[src/rtl/dmem_seq_pkg.sv]
// Shared constants and helpers for the data-memory access sequencer:
// load/store funct3 codes, FSM state encoding, and request classification.
package dmem_seq_pkg;

  localparam logic [2:0] F3_B  = 3'b000;
  localparam logic [2:0] F3_H  = 3'b001;
  localparam logic [2:0] F3_W  = 3'b010;
  localparam logic [2:0] F3_BU = 3'b100;
  localparam logic [2:0] F3_HU = 3'b101;

  typedef enum logic [2:0] {
    IDLE,
    RD_A,
    RD_B,
    CAP,
    WR_A,
    WR_B,
    RESP
  } seq_state_e;

  // Stores only know B/H/W; loads additionally know BU/HU.
  function automatic logic f3_unsupported(input logic we, input logic [2:0] f3);
    if (we) return f3 > F3_W;
    return (f3 == 3'b011) || (f3[2:1] == 2'b11);
  endfunction

  // True when the access touches bytes of two consecutive words.
  function automatic logic crosses_word(input logic [2:0] f3, input logic [1:0] off);
    return ((f3 == F3_H || f3 == F3_HU) && off == 2'd3) || (f3 == F3_W && off != 2'd0);
  endfunction

endpackage

[src/rtl/dmem_lane_align.sv]
// Combinational byte-lane steering: load extract/extend from the {bufB,bufA} pair and
// store-byte merging into both word images.
module dmem_lane_align
  import dmem_seq_pkg::*;
(
  input  logic [31:0] buf_a,
  input  logic [31:0] buf_b,
  input  logic [31:0] wdata,
  input  logic [1:0]  off,
  input  logic [2:0]  funct3,
  output logic [31:0] load_data,
  output logic [31:0] store_a,
  output logic [31:0] store_b
);

  logic [63:0] pair;
  logic [31:0] ext;
  logic [63:0] data64;
  logic [63:0] merged;
  logic [3:0]  mask4;
  logic [7:0]  mask8;

  assign pair = {buf_b, buf_a};
  assign ext  = 32'(pair >> {off, 3'b000});

  always_comb begin
    load_data = '0;
    unique case (funct3)
      F3_B:    load_data = {{24{ext[7]}}, ext[7:0]};
      F3_H:    load_data = {{16{ext[15]}}, ext[15:0]};
      F3_W:    load_data = ext;
      F3_BU:   load_data = {24'h000000, ext[7:0]};
      F3_HU:   load_data = {16'h0000, ext[15:0]};
      default: load_data = '0;
    endcase
  end

  always_comb begin
    mask4 = 4'b1111;
    unique case (funct3[1:0])
      2'b00:   mask4 = 4'b0001;
      2'b01:   mask4 = 4'b0011;
      default: mask4 = 4'b1111;
    endcase
  end

  // Lanes above byte 3 spill into word B for crossing stores.
  assign mask8  = {4'b0000, mask4} << off;
  assign data64 = {32'h0000_0000, wdata} << {off, 3'b000};

  always_comb begin
    merged = '0;
    for (int i = 0; i < 8; i++) begin
      merged[8*i +: 8] = mask8[i] ? data64[8*i +: 8] : pair[8*i +: 8];
    end
  end

  assign store_a = merged[31:0];
  assign store_b = merged[63:32];

endmodule

[src/rtl/dmem_access_seq.sv]
// Load/store sequencer onto a word-only data memory: sub-word RMW and word-crossing splits.
// Define MISALIGN_TRAP_EN to return an error for word-crossing requests instead of splitting.
module dmem_access_seq
  import dmem_seq_pkg::*;
#(
  parameter int unsigned ADDR_W = 18,
  parameter int unsigned XLEN   = 32
) (
  input  logic              clk,
  input  logic              rst_n,
  input  logic              req_valid,
  output logic              req_ready,
  input  logic              req_we,
  input  logic [2:0]        req_funct3,
  input  logic [31:0]       req_addr,
  input  logic [XLEN-1:0]   req_wdata,
  output logic              rsp_valid,
  output logic [XLEN-1:0]   rsp_rdata,
  output logic              rsp_err,
  output logic              mem_en,
  output logic              mem_we,
  output logic [ADDR_W-1:0] mem_addr,
  output logic [XLEN-1:0]   mem_wdata,
  input  logic [XLEN-1:0]   mem_rdata
);

  seq_state_e        state_q;
  logic              we_q;
  logic [2:0]        f3_q;
  logic [1:0]        off_q;
  logic [ADDR_W-1:0] word_a_q;
  logic              split_q;
  logic [XLEN-1:0]   wdata_q;
  logic [XLEN-1:0]   buf_a_q;
  logic [XLEN-1:0]   buf_b_q;

  logic [1:0]        req_off;
  logic [ADDR_W-1:0] req_word;
  logic              req_split;
  logic              req_err;
  logic [ADDR_W-1:0] word_b;
  logic [XLEN-1:0]   buf_a_cur;
  logic [XLEN-1:0]   buf_b_cur;
  logic [XLEN-1:0]   load_data;
  logic [XLEN-1:0]   store_a;
  logic [XLEN-1:0]   store_b;
  logic              unused_addr;

  assign req_off     = req_addr[1:0];
  assign req_word    = req_addr[ADDR_W+1:2];
  assign req_split   = crosses_word(req_funct3, req_off);
  assign unused_addr = ^req_addr[31:ADDR_W+2];
  assign word_b      = word_a_q + ADDR_W'(1);
  assign req_ready   = (state_q == IDLE);

`ifdef MISALIGN_TRAP_EN
  assign req_err = f3_unsupported(req_we, req_funct3) || req_split;
`else
  assign req_err = f3_unsupported(req_we, req_funct3);
`endif

  // Outputs are registered, so the lane logic sees the word arriving this cycle.
  assign buf_a_cur = (state_q == RD_B) ? mem_rdata : buf_a_q;
  assign buf_b_cur = (state_q == CAP)  ? mem_rdata : buf_b_q;

  dmem_lane_align u_lane_align (
    .buf_a     (buf_a_cur),
    .buf_b     (buf_b_cur),
    .wdata     (wdata_q),
    .off       (off_q),
    .funct3    (f3_q),
    .load_data (load_data),
    .store_a   (store_a),
    .store_b   (store_b)
  );

  always_ff @(posedge clk or negedge rst_n) begin
    if (!rst_n) begin
      state_q   <= IDLE;
      we_q      <= 1'b0;
      f3_q      <= '0;
      off_q     <= '0;
      word_a_q  <= '0;
      split_q   <= 1'b0;
      wdata_q   <= '0;
      buf_a_q   <= '0;
      buf_b_q   <= '0;
      rsp_valid <= 1'b0;
      rsp_rdata <= '0;
      rsp_err   <= 1'b0;
      mem_en    <= 1'b0;
      mem_we    <= 1'b0;
      mem_addr  <= '0;
      mem_wdata <= '0;
    end else begin
      rsp_valid <= 1'b0;
      mem_en    <= 1'b0;
      mem_we    <= 1'b0;
      unique case (state_q)
        IDLE: begin
          if (req_valid) begin
            we_q     <= req_we;
            f3_q     <= req_funct3;
            off_q    <= req_off;
            word_a_q <= req_word;
            split_q  <= req_split;
            wdata_q  <= req_wdata;
            if (req_err) begin
              state_q   <= RESP;
              rsp_valid <= 1'b1;
              rsp_err   <= 1'b1;
              rsp_rdata <= '0;
            end else if (req_we && req_funct3 == F3_W && req_off == 2'd0) begin
              state_q   <= WR_A;
              mem_en    <= 1'b1;
              mem_we    <= 1'b1;
              mem_addr  <= req_word;
              mem_wdata <= req_wdata;
            end else begin
              state_q  <= RD_A;
              mem_en   <= 1'b1;
              mem_addr <= req_word;
            end
          end
        end
        RD_A: begin
          state_q <= RD_B;
          if (split_q) begin
            mem_en   <= 1'b1;
            mem_addr <= word_b;
          end
        end
        RD_B, CAP: begin
          if (state_q == RD_B) buf_a_q <= mem_rdata;
          else                 buf_b_q <= mem_rdata;
          if (state_q == RD_B && split_q) begin
            state_q <= CAP;
          end else if (we_q) begin
            state_q   <= WR_A;
            mem_en    <= 1'b1;
            mem_we    <= 1'b1;
            mem_addr  <= word_a_q;
            mem_wdata <= store_a;
          end else begin
            state_q   <= RESP;
            rsp_valid <= 1'b1;
            rsp_rdata <= load_data;
          end
        end
        WR_A: begin
          if (split_q) begin
            state_q   <= WR_B;
            mem_en    <= 1'b1;
            mem_we    <= 1'b1;
            mem_addr  <= word_b;
            mem_wdata <= store_b;
          end else begin
            state_q   <= RESP;
            rsp_valid <= 1'b1;
            rsp_rdata <= '0;
          end
        end
        WR_B: begin
          state_q   <= RESP;
          rsp_valid <= 1'b1;
          rsp_rdata <= '0;
        end
        RESP: begin
          state_q   <= IDLE;
          rsp_err   <= 1'b0;
          rsp_rdata <= '0;
        end
        default: state_q <= IDLE;
      endcase
    end
  end

endmodule

[config.mk]
export PLATFORM = sky130hd
export DESIGN_NAME = dmem_access_seq
export DESIGN_NICKNAME = d
export VERILOG_FILES = /design/src/rtl/dmem_seq_pkg.sv /design/src/rtl/dmem_lane_align.sv /design/src/rtl/dmem_access_seq.sv
export SDC_FILE = /design/constraint.sdc
export NUM_CORES = 1
export LEC_CHECK = 0
export BUFFER_PORTS_ARGS = -buffer_cell sky130_fd_sc_hd__buf_2
export CORE_ASPECT_RATIO = 0.5
export CORE_MARGIN = 2
export CORE_UTILIZATION = 40
export DETAILED_ROUTE_END_ITERATION = 12
export PLACE_DENSITY = 0.6
export REMOVE_ABC_BUFFERS = 1
export SLEW_MARGIN = 40
export SYNTH_ARGS = -nofsm -noshare
export SYNTH_HDL_FRONTEND = slang
export SYNTH_HIERARCHICAL = 1
export SYNTH_SLANG_ARGS = --single-unit
[constraint.sdc]
create_clock -name clk -period 3 [get_ports clk]
set_clock_uncertainty 0.2 [all_clocks]
set_input_delay 0.15 -clock clk [delete_from_list [all_inputs] [get_ports clk]]
set_output_delay 0.15 -clock clk [all_outputs]
set_load 0.01 [all_outputs]
# Word-level counts from Yosys, hierarchy flattened
# Cells that the tools add are included.
# Widths: inputs -> output; s select.
word_totals:
  regBits: 210
  input_bits: 103
  wordCells: 135
classes:
  add_sub_neg: 1
  magnitude_cmp: 1
  n_eq_ne: 27
  shift: 3
  mux: 60
  bitwise_logic: 1
  reduce_logical: 26
op_table:
  columns: ["cell", "n"]
  rows:
  - ["$mux 32", 13]
  - ["$pmux 32 s5", 1]
  - ["$pmux 32 s4", 1]
  - ["$pmux 32 s3", 1]
  - ["$mux 18", 5]
  - ["$mux 8", 8]
  - ["$shl 32x5->64", 1]
  - ["$shr 64x5->32", 1]
  - ["$pmux 18 s3", 1]
  - ["$add 18x1->18 const B", 1]
  - ["$eq 3x3->1 const B", 6]
  - ["$mux 1", 18]
  - ["$eq 3x2->1 const B", 5]
  - ["$pmux 3 s5", 1]
  - ["$ne 2x2->1 const B", 7]
  - ["$mux 3", 4]
  - ["$reduce_and 6->1", 2]
  - ["$eq 3x1->1 const B", 3]
  - ["$pmux 4 s2", 1]
  - ["$shl 4x2->8", 1]
  - ["$reduce_and 7->1", 1]
  - ["$logic_not 3->1", 2]
  - ["$ne 2x1->1 const B", 3]
  - ["$pmux 1 s3", 2]
  - ["other kinds (16)", 30]

# Longest topological paths before layout
logic_depth:
  depth_word: 7
  depth_mapped: 13

# Hierarchy
# The synthesis kept the hierarchy.
modules_own_cells:
  columns: ["mod", "n_inst", "cells_each", "area_per_inst_um2"]
  rows:
  - ["dmem_access_seq", 1, 987, 9868.2]
  - ["dmem_lane_align", 1, 264, 2730.1]

# Least setup slack after synthesis
# No wires, ideal clock.
synth_path:
  kind: "reg2reg"
  startpoint: "register state_q[2]"
  endpoint: "register rsp_rdata[24]"
  setup_time_ns: 0.145
  arrival_ns: 2.786
  required_ns: 2.655
  slack_ns: -0.131
  path_stages_with_launch: 13
  synth_period_minus_slack_ns: 3.131
  cell_sequence: "dfrtp_1 clkbuf_2 nand2b_1 clkbuf_1 nor2_1 buf_2 mux2_2 mux2_1 a32oi_2 buf_6 a31oi_1 nand2_1 o21ai_0"
synth_between:
  elab_chain_len: 7
  elab_cells_between_ends: 23
synth_rtl:
  columns: ["element", "line", "text"]
  rows:
  - ["start: declaration", "dmem_access_seq.sv:27", "seq_state_e state_q;"]
  - ["start signal: assignment", "dmem_access_seq.sv:79", "state_q <= IDLE;"]
  - ["start signal: assignment", "dmem_access_seq.sv:109", "state_q <= RESP;"]
  - ["start signal: assignment", "dmem_access_seq.sv:114", "state_q <= WR_A;"]
  - ["$eq 3x2->1", "dmem_access_seq.sv:63", "assign buf_a_cur = (state_q == RD_B) ? mem_rdata : buf_a_q;"]
  - ["$mux 32", null, null]
  - ["via buf_a_cur[23]", "dmem_access_seq.sv:42", "logic [XLEN-1:0] buf_a_cur;"]
  - ["$shr 64x5->32", "dmem_lane_align.sv:24", "assign ext = 32'(pair >> {off, 3'b000});"]
  - ["$pmux 32 s5", "dmem_lane_align.sv:28", "unique case (funct3)"]
  - ["via load_data[24]", "dmem_access_seq.sv:44", "logic [XLEN-1:0] load_data;"]
  - ["$mux 32", "dmem_access_seq.sv:138", "end else if (we_q) begin"]
  - ["$mux 32", "dmem_access_seq.sv:136", "if (state_q == RD_B && split_q) begin"]
  - ["$pmux 32 s4", "dmem_access_seq.sv:99", "unique case (state_q)"]
  - ["end signal: assignment", "dmem_access_seq.sv:147", "rsp_rdata <= load_data;"]
  - ["end: declaration", "dmem_access_seq.sv:18", "output logic [XLEN-1:0] rsp_rdata,"]
# The timed path passes the listed nets, and every way through them passes these cells. The select of a mux whose other input is x is not followed.
# A chain may end at the register's enable or synchronous reset.

# Worst setup path in the final report
layout_path:
  startpoint: "register state_q[2]"
  endpoint: "register rsp_rdata[16]"
# The elaborated chain is that of the path after synthesis.

==> results.cfg <==
[run_status]
outcome = complete, no violations

[drt]
antenna_left = 0
vias = 10602
finalWirelength_mm = 37.12
post-route-drc-count = 0
via_per_inst = 5.528
drt_iter0_markers = 939
dr.pass1.iters = 5
routedWlPerCell_um = 19.35

[placement]
place.gp.congestion = 0.8527
dp_hpwl_mm = 24.18
dpl_cell_area_um2 = 13920
post-place-cells = 1789
port_buffers = 177

[cells_and_area]
area_delta_synth_final_pct = 23.30
n_fill_cell = 2787
n_antenna_cell = 0
fin_area_um2 = 15530
stdcell_count = 1918
drive_above_1_share = 0.3378
nets = 1584

[timing]
slew_headroom = 0.5175
period_needed_ps = 2794
rsz0062_at_grt = false
hold_viol = 0
maxSlewViolCount = 0
clock.fmax_ghz = 0.3578
finalCritPeriodShare = 0.9315
tightestPinTransition_ps = 723.7
hold_slack_ps = 15.09
setup_viol = 0
fin_setup_tns_ps = 0

[clocking]
cts_tree = yes
cts_buffers = 22
clock_latency_ps = 520
cts_resized = 0
cts_hold_buf = 90
cts_setup_buffers = 0
clock-sinks = 210
clk_pin_slew_ps = 70
cts_max_path_buffers = 3
cts-root-buf = clkbuf_16
htree_levels = 1

[critical_path]
path_buf_inv = 1
crit_top_cell = nand2_1
end_kind = flip-flop
cp-start-kind = flip-flop
path_cells = nand2b_1, nor2_4, buf_12, mux2_2, mux4_2, nand2_1, a31oi_1, nand2_1, o21ai_0
slowest_stage = mux4_2
arrival_ps = 2980
path_max_fanout = 46
worstPathRequired_ps = 3190
cpPeakStageDelay_ps = 460
critPathKind = reg2reg
path_delay_family = multiplexers

[synthesis]
yosys.area_share.simple = 0.1470
yosys-top-cells-area = dfrtp_1, mux2_2, nand2_1, mux4_2, a31oi_1
yosysSeqAreaShare = 0.4171
yosys.cell_types.count = 64
yosysWarnings = 6
synth_area_leader_cell = dfrtp_1
synth_most_common_cell = nand2_1
synth_edf_count = 0
async_flop_share = 1.000
muxShareOfSynthArea = 0.2626
synth_cells = 1251
synthXorXnorAreaFrac = 0.006257
synth_top_area_share = 0.4171
ys_ff_latch = 210
synthesis.area_um2 = 12600
yosys.area_share.adder = 0.0009931
avgSynthCellArea_um2 = 10.07
synth_top_family_by_area = multiplexers
synth_compound_area_frac = 0.1176
synth_top_flop_cell = dfrtp_1
yosys-top-cells-count = nand2_1, dfrtp_1, mux2_2, nor2_1, a31oi_1

[pwr]
p_total_uw = 18850
vdd_ir_drop_max_mv = 0.8492
power_density_nw_per_um2 = 1213
p_leak_uw = 0.006806

[floorplan]
floorplan.core_area_um2 = 30630
num_rows = 45
die_area_um2 = 33020
io_pins = 190
initial_core_util = 0.4113
die_h_um = 129.5
dieWidth_um = 255.0

[job]
drv_cap = 0

[grt]
grt_usage = 0.2229
grt_pass1_wl_mm = 57.48
overflow = 0
grt_max_degree = 85
first_global_vias = 10565
antenna_found_initial = 0

[min_path]
hold_path.class = in2async
power by group:
part | total, uW | internal (uW) | leakage, uW | switching (uW)
Combinational | 10800 | 5090 | 0.00391 | 5690
Sequential | 5300 | 4190 | 0.00255 | 1100
Clock | 2770 | 1590 | 0.000345 | 1180
layer usage:
| metal | up-vias | GRT usage | wire (um) |
|---|---|---|---|
| met5 | - | 0 | 0 |
| met4 | 0 | 0.05779 | 914 |
| met1 | 5299 | 0.2852 | 15460 |
| met2 | 316 | 0.3987 | 18650 |
| li1 | 4924 | - | - |
| met3 | 63 | 0.03254 | 2099 |
worst register-to-register path: cells and delay by family (launching register included):
family	cells	cell delay, ps
AO/OA/AOI/OAI	2	180
buffers and inverters	1	300
flip-flops	1	410
multiplexers	2	920
AND/OR/NAND/NOR	4	660
path summary, 6_finish.rpt:
kind | to | cells after the start | slack [ps] | startpoint
setup / recovery | rsp_rdata[16]$_DFFE_PN0P_ | 9 | 210 | state_q[2]$_DFFE_PN0N_
hold / removal | word_a_q[4]$_DFFE_PN0P_ | 2 | 20 | rst_n
setup reg to reg | rsp_rdata[16]$_DFFE_PN0P_ | 9 | 210 | state_q[2]$_DFFE_PN0N_
hold reg to reg | rsp_rdata[2]$_DFFE_PN0P_ | 2 | 270 | rsp_rdata[2]$_DFFE_PN0P_
max in group asynchronous | buf_a_q[2]$_DFFE_PN0P_ | 3 | 1690 | rst_n
min in group clk | wdata_q[16]$_DFFE_PN0P_ | 4 | 170 | req_wdata[16]
cell type report:
cell class                      count  area, um^2  area share
Clock buffer                       33       653.1     0.04205
Clock inverter                      6       60.06    0.003866
Inverter                            5       18.77    0.001208
Multi-Input combinational cell    929        6787      0.4369
Sequential cell                   210        5260      0.3386
Tap cell                          423       529.3     0.03407
Timing Repair Buffer              312        2226      0.1433
through the flow:
| stage | worst slack [ps] | util |
|---|---|---|
| after global placement | 270.9 | 0.4542 |
| after global routing | 64.59 | 0.5071 |
| after detailed placement | 219.5 | 0.4543 |
| after floorplan | -4436 | - |
| after CTS | 218.7 | 0.5070 |
| final | 205.5 | 0.5071 |
state kept, by name, indices dropped and copies added (netlist names):
name,cells
state_q,3
mem_wdata,32
f3_q,3
rsp_valid,1
off_q,2
we_q,1
buf_a_q,32
word_a_q,18
mem_en,1
rsp_rdata,32
split_q,1
mem_addr,18
wdata_q,32
rsp_err,1
buf_b_q,32
mem_we,1
kinds of logic (layout without fill, tap and decap cells):
logic type,Yosys count,after routing
AOI/OAI and AO/OA,222,222
xor gates and xnor gates,9,9
adders and majority gates,1,1
buffers and inverters,112,356
DFF,210,210
muxes,253,253
and+or+nand+nor,444,444
layout by cell type (no fill, tap or decap), drive strengths merged, types with 2 or more instances in the layout:
cell and count:
nand2 309, xor2 7, nor4 7, a221oi 5, nand4 5, and2 4, a21oi 35, dlygate4sd3 90
buf 222, nand2b 4, o211ai 2, xnor2 2, mux2i 17, clkinv 4, a31oi 59, a222oi 4
nor3b 3, a21o 6, and3 3, clkbuf 33, nor2 76, or2 3, o21ai 43, o2bb2ai 16
a32oi 2, a211oi 2, clkinvlp 2, dfrtp 210, inv 4, nand3 4, nor2b 14, mux2 196
a22oi 39, mux4 40, nor3 7, o21a 4
Power figures use the tool's default switching activity.
